--- src/rtl/alu_exec_unit.sv ---
// EX-stage ALU with valid/ready on both sides; single-cycle logic/arith ops and an
// iterative shift-add multiply. Define ALU_EXEC_SLT_EN to add set-less-than (funct 101010, ALUOp 11).
module alu_exec_unit #(
   parameter int WIDTH = 32,
   parameter int CNT_W = $clog2(WIDTH) + 1
) (
   input  logic             clk_i,
   input  logic             rst_i,
   input  logic             valid_i,
   output logic             ready_o,
   input  logic [1:0]       ALUOp_i,
   input  logic [5:0]       funct_i,
   input  logic [WIDTH-1:0] data1_i,
   input  logic [WIDTH-1:0] data2_i,
   output logic             valid_o,
   input  logic             ready_i,
   output logic [WIDTH-1:0] data_o,
   output logic             zero_o,
   output logic             ovf_o,
   output logic             err_o
);
   localparam logic [1:0] S_IDLE = 2'd0;
   localparam logic [1:0] S_MUL  = 2'd1;
   localparam logic [1:0] S_DONE = 2'd2;

   localparam logic [2:0] OP_ADD = 3'd0;
   localparam logic [2:0] OP_SUB = 3'd1;
   localparam logic [2:0] OP_AND = 3'd2;
   localparam logic [2:0] OP_OR  = 3'd3;
   localparam logic [2:0] OP_MUL = 3'd4;
   localparam logic [2:0] OP_SLT = 3'd5;
   localparam logic [2:0] OP_ERR = 3'd6;

   localparam int MSB = WIDTH - 1;

   logic [1:0]       state;
   logic [WIDTH-1:0] acc, mcand, mplier;
   logic [CNT_W-1:0] cnt;

   logic [2:0]       op;
   logic [WIDTH-1:0] sum, diff, res, acc_nxt;
   logic             ovf, err;

   always_comb begin
      op = OP_ERR;
      case (ALUOp_i)
         2'b00: op = OP_ADD;
         2'b01: op = OP_SUB;
         2'b10: begin
            case (funct_i)
               6'b100100: op = OP_AND;
               6'b100101: op = OP_OR;
               6'b100000: op = OP_ADD;
               6'b100010: op = OP_SUB;
               6'b011000: op = OP_MUL;
`ifdef ALU_EXEC_SLT_EN
               6'b101010: op = OP_SLT;
`endif
               default:   op = OP_ERR;
            endcase
         end
         default: begin
`ifdef ALU_EXEC_SLT_EN
            op = OP_SLT;
`else
            op = OP_ERR;
`endif
         end
      endcase
   end

   assign sum  = data1_i + data2_i;
   assign diff = data1_i - data2_i;

   // Overflow: result sign flips away from A when the effective operand signs agree.
   always_comb begin
      res = '0;
      ovf = 1'b0;
      err = 1'b0;
      case (op)
         OP_ADD: begin
            res = sum;
            ovf = (data1_i[MSB] == data2_i[MSB]) && (sum[MSB] != data1_i[MSB]);
         end
         OP_SUB: begin
            res = diff;
            ovf = (data1_i[MSB] != data2_i[MSB]) && (diff[MSB] != data1_i[MSB]);
         end
         OP_AND: res = data1_i & data2_i;
         OP_OR:  res = data1_i | data2_i;
         OP_SLT: res = {{(WIDTH-1){1'b0}}, ($signed(data1_i) < $signed(data2_i))};
         default: err = 1'b1;
      endcase
   end

   assign acc_nxt = acc + (mplier[0] ? mcand : '0);

   always_ff @(posedge clk_i or negedge rst_i) begin
      if (!rst_i) begin
         state  <= S_IDLE;
         acc    <= '0;
         mcand  <= '0;
         mplier <= '0;
         cnt    <= '0;
         data_o <= '0;
         zero_o <= 1'b0;
         ovf_o  <= 1'b0;
         err_o  <= 1'b0;
      end else begin
         case (state)
            S_IDLE: begin
               if (valid_i) begin
                  if (op == OP_MUL) begin
                     state  <= S_MUL;
                     acc    <= '0;
                     mcand  <= data1_i;
                     mplier <= data2_i;
                     cnt    <= '0;
                  end else begin
                     state  <= S_DONE;
                     data_o <= res;
                     zero_o <= (res == '0);
                     ovf_o  <= ovf;
                     err_o  <= err;
                  end
               end
            end
            S_MUL: begin
               acc    <= acc_nxt;
               mcand  <= mcand << 1;
               mplier <= mplier >> 1;
               cnt    <= cnt + CNT_W'(1);
               // Last iteration writes the result directly so DONE follows without a spare cycle.
               if (cnt == CNT_W'(WIDTH - 1)) begin
                  state  <= S_DONE;
                  data_o <= acc_nxt;
                  zero_o <= (acc_nxt == '0);
                  ovf_o  <= 1'b0;
                  err_o  <= 1'b0;
               end
            end
            S_DONE: begin
               if (ready_i) state <= S_IDLE;
            end
            default: state <= S_IDLE;
         endcase
      end
   end

   assign ready_o = (state == S_IDLE);
   assign valid_o = (state == S_DONE);

endmodule
--- config.mk ---
export PLATFORM = sky130hd
export DESIGN_NAME = alu_exec_unit
export DESIGN_NICKNAME = d
export VERILOG_FILES = /design/src/rtl/alu_exec_unit.sv
export SDC_FILE = /design/constraint.sdc
export NUM_CORES = 1
export LEC_CHECK = 0
export ABC_AREA = 1
export BUFFER_PORTS_ARGS = -buffer_cell sky130_fd_sc_hd__buf_2
export CAP_MARGIN = 15
export CORE_MARGIN = 2
export CORE_UTILIZATION = 43
export CTS_CLUSTER_SIZE = 25
export DETAILED_ROUTE_END_ITERATION = 10
export GPL_TIMING_DRIVEN = 0
export PLACE_DENSITY = 0.6
export SLEW_MARGIN = 20
export SYNTH_ARGS = -nofsm -noshare
export SYNTH_HDL_FRONTEND = slang
export SYNTH_SLANG_ARGS = --single-unit
--- constraint.sdc ---
create_clock -name clk_i -period 2.32 [get_ports clk_i]
set_input_delay 0.232 -clock clk_i [delete_from_list [all_inputs] [get_ports clk_i]]
set_output_delay 0.232 -clock clk_i [all_outputs]
set_load 0.02 [all_outputs]
==> impl_metrics.py <==
metrics = {
    "timing": {
        "worst_pin_slew_ns": 0.963,
        "setup_tns_ns": -5.66,
        "final_period_minus_worst_setup_slack_ns": 2.88,
        "timing.final.max_slew_violations": 0,
        "rsz0062_at_grt": "yes",
        "achievable-frequency_mhz": 348,
        "finalHoldWorstSlack_ns": 0.0887,
        "final-setup-viol-count": 34,
        "final_hold_viol_count": 0,
        "slew-limit-headroom_pct": 35.8,
        "finalCritPeriodShare_pct": 124,
        "postLayoutSetupSlackWorst_ns": -0.556,
        "timing.clock.skew_ns": 0.0118,
    },
    "pwr": {
        "power.ir.vdd_worst_mv": 0.786,
        "design_power_total_uw": 22600,
        "cellInternalPower_uw": 11000,
        "pwr-share-comb_pct": 67.9,
        "p_leak_uw": 0.0104,
        "netSwitchingFraction_pct": 51.2,
        "power_frac_seq_pct": 18.9,
        "clock_power_share_pct": 13.2,
        "switchingPower_uw": 11500,
        "power-per-cell-area_nw_per_um2": 1190,
    },
    "hold_path": {
        "hold_path_end": "mplier[28]",
        "min_delay_path_depth": 3,
        "min-delay-start": "data2_i[28]",
        "timing.hold.worst.class": "in2reg",
    },
    "final_layout": {
        "stdcell_area_um2": 19000,
        "instances_no_fill": 3132,
        "mostFrequentLayoutCells": "nand2_1, inv_1, nor2_1",
        "synthToLayoutAreaGrowth_pct": 25.4,
        "post_route_cells_drive_above_1_share_pct": 22.6,
        "diodes_inserted": 0,
        "design.final.nets": 2885,
        "layout_commonest_cell": "nand2_1",
    },
    "synthesis": {
        "post_synth.cell_area_avg_um2": 6.09,
        "yosys.area_share.simple_pct": 37.4,
        "synthDominantCellAreaShare_pct": 23.0,
        "synth_compound_area_share_pct": 12.7,
        "synth-async-reset-ratio_pct": 100,
        "count_of_flip_flops_with_a_built_in_enable_after_synthesis": 0,
        "syn_area_um2": 15100,
        "synth_top_family_by_area": "simple AND/OR/NAND/NOR gates",
        "synth_cell_type_count": 52,
        "synth_seq_area_share_pct": 23.0,
        "syn_inst": 2487,
        "synth_xor_xnor_area_share_pct": 1.56,
        "synth_nets": 2708,
        "post_synth_mux_area_share_pct": 0,
        "yosys_register_bits": 139,
        "synth_fa_ha_area_share_pct": 12.1,
        "post_synth_main_area_contributors": "dfrtp_1, nand2_1, ha_1",
        "yosys.area.top_type": "dfrtp_1",
        "synth-warning-count": 0,
        "dominant_synthesized_flop_cell": "dfrtp_1",
    },
    "global_route": {
        "grt_start_max_net_pins": 72,
        "grt-ovfl-total": 0,
        "gr-usage-met1_pct": 44.7,
        "wire_length_of_the_first_global_routing_pass_um": 93500,
        "gr-usage-met2_pct": 57.3,
        "grt_busiest_layer": "met2",
        "first_global_vias": 16000,
        "groute.layer.met3.usage_pct": 3.75,
        "globalRouteTotalUtil_pct": 34.3,
        "grt_antenna_before_repair": 0,
    },
    "run_status": {
        "outcome": "finished with violations",
        "violations": "negative setup slack",
    },
    "floorplanning": {
        "design.die.area_um2": 36700,
        "die-width_um": 192,
        "std_cell_rows": 68,
        "initial_core_util_pct": 43.7,
        "boundaryPins": 113,
        "floorplan.core_area_um2": 34600,
        "chipHeight_um": 192,
    },
    "critical_path": {
        "endpoint_kind": "register",
        "type_of_the_worst_setup_path": "reg2reg",
        "r2r.worst_path.cells": 17,
        "crit-reg2reg-launch": "mplier[0]",
        "arrival_time_worst_endpoint_ns": 3.26,
        "critPathLaunchType": "register",
        "setup.reg_to_reg.worst_slack_ns": -0.56,
        "required_ns": 2.71,
        "regToRegEndpoint": "zero_o",
        "timing.critical_path.fanout_max": 8,
    },
    "placed_design": {
        "dp_hpwl_um": 50300,
        "portBuffers": 112,
        "post-place-cells": 3055,
        "post_dp_area_um2": 16500,
        "place.gp.congestion": 0.975,
    },
    "detailed_routing": {
        "totalWireLength_um": 63300,
        "dr_total_vias": 16800,
        "drt.antenna.violating_nets": 0,
        "starting_drt_drc_count": 1328,
        "vias_cell": 5.36,
        "post_drt_wl_per_cell_um": 20.2,
        "drc": 0,
        "detailedRoute.firstPassIterationCount": 6,
    },
    "cts": {
        "clock_path_buffers": 2,
        "count_of_h_tree_levels_built_during_cts": 4,
        "cts_num_sinks": 139,
        "cts-root-buf": "clkbuf_16",
        "cts_tree": "built",
        "cts_buffers": 17,
        "clock_slew_seen_by_the_registers_of_the_worst_setup_and_hold_paths_ns": 0.07,
        "clk-insertion-delay-late_ns": 0.45,
    },
    "flow_run": {
        "drv.max_cap_violation_count": 0,
    },
}
## state kept, by name, summed over array words and instances (netlist names)
name	flops
acc	32
data_o	32
err_o	1
cnt	6
mplier	32
zero_o	1
state	2
mcand	32
ovf_o	1
## layer usage
layer | part of all wire [%] | wire length [um]
met2 | 46 | 29300
met1 | 43 | 27400
met3 | 5.7 | 3630
met5 | 0 | 0
met4 | 4.7 | 2970
## area by class of cell
cell class / instances / area (um^2)
clock buffer: 17 / 425
fill: 3459 / 15600
sequential: 139 / 3480
timing repair buffer: 159 / 1020
multi-input combinational: 1852 / 11200
clock inverter: 15 / 181
inverter: 420 / 1600
tap: 455 / 569
buffer: 75 / 488
## stage by stage
stage,utilization [%],worst slack (ns)
6_report,54.9,-0.556
5_1_grt,54.9,-0.705
4_1_cts,52.3,-0.542
3_5_place_dp,47.6,-0.956
3_3_place_gp,47.5,-1.19
2_1_floorplan,-,-0.0477
## worst max-delay path by stage
stage | from | endpoint
floorplan | mplier[0] | data_o[28]
global placement | rst_i | acc[25]
detailed placement | data1_i[4] | zero_o
CTS | mplier[0] | zero_o
global route | mplier[0] | zero_o
finish | mplier[0] | zero_o
## cell usage after synthesis (16+ instances only)
master,n
a21oi_1,107
a31oi_1,31
buf_2,33
clkbuf_1,26
dfrtp_1,139
ha_1,142
inv_1,413
nand2_1,852
nand3_1,162
nand4_1,27
nor2_1,224
nor3_1,20
o211ai_1,41
o21ai_0,83
o21bai_1,16
xor2_1,23
## critical path, stage by stage, from the launching register on
cell	delay, ns
dfrtp_1	0.40
buf_8	0.16
clkbuf_16	0.16
nand2_4	0.06
inv_4	0.04
fa_2	0.44
or2_4	0.25
nor3_4	0.11
nand3_1	0.10
nor2_2	0.10
nand4_1	0.16
nor3_2	0.17
nand4_1	0.18
nor2_1	0.14
nand4_1	0.11
nand2_1	0.11
nand2_1	0.06
nand2_1	0.06
## what timing repair did
item,CTS,global route
cloned,1,1
hold buffers,1,0
setup endpoints to repair,110,67
endpoints found under the hold margin,68,0
resized for setup,222,210
pin swaps,44,75
buffers inserted,19,26
## logic make-up after synthesis
group                      after synthesis
AOI/OAI and AO/OA                      324
buffers and inverters                  496
xor gates and xnor gates                27
and+or+nand+nor                       1356
adders and majority gates              145
DFF                                    139
## power groups by stage
stage / logic (uW) / registers [uW] / clock network (uW)
5_1_grt: 16500 / 4390 / 3130
2_1_floorplan: 7100 / 4410 / 0
6_report: 15300 / 4250 / 2990
3_3_place_gp: 10500 / 4160 / 0
4_1_cts: 12900 / 4210 / 3030
3_5_place_dp: 10600 / 4190 / 0
(Power assumes the default switching activity.)
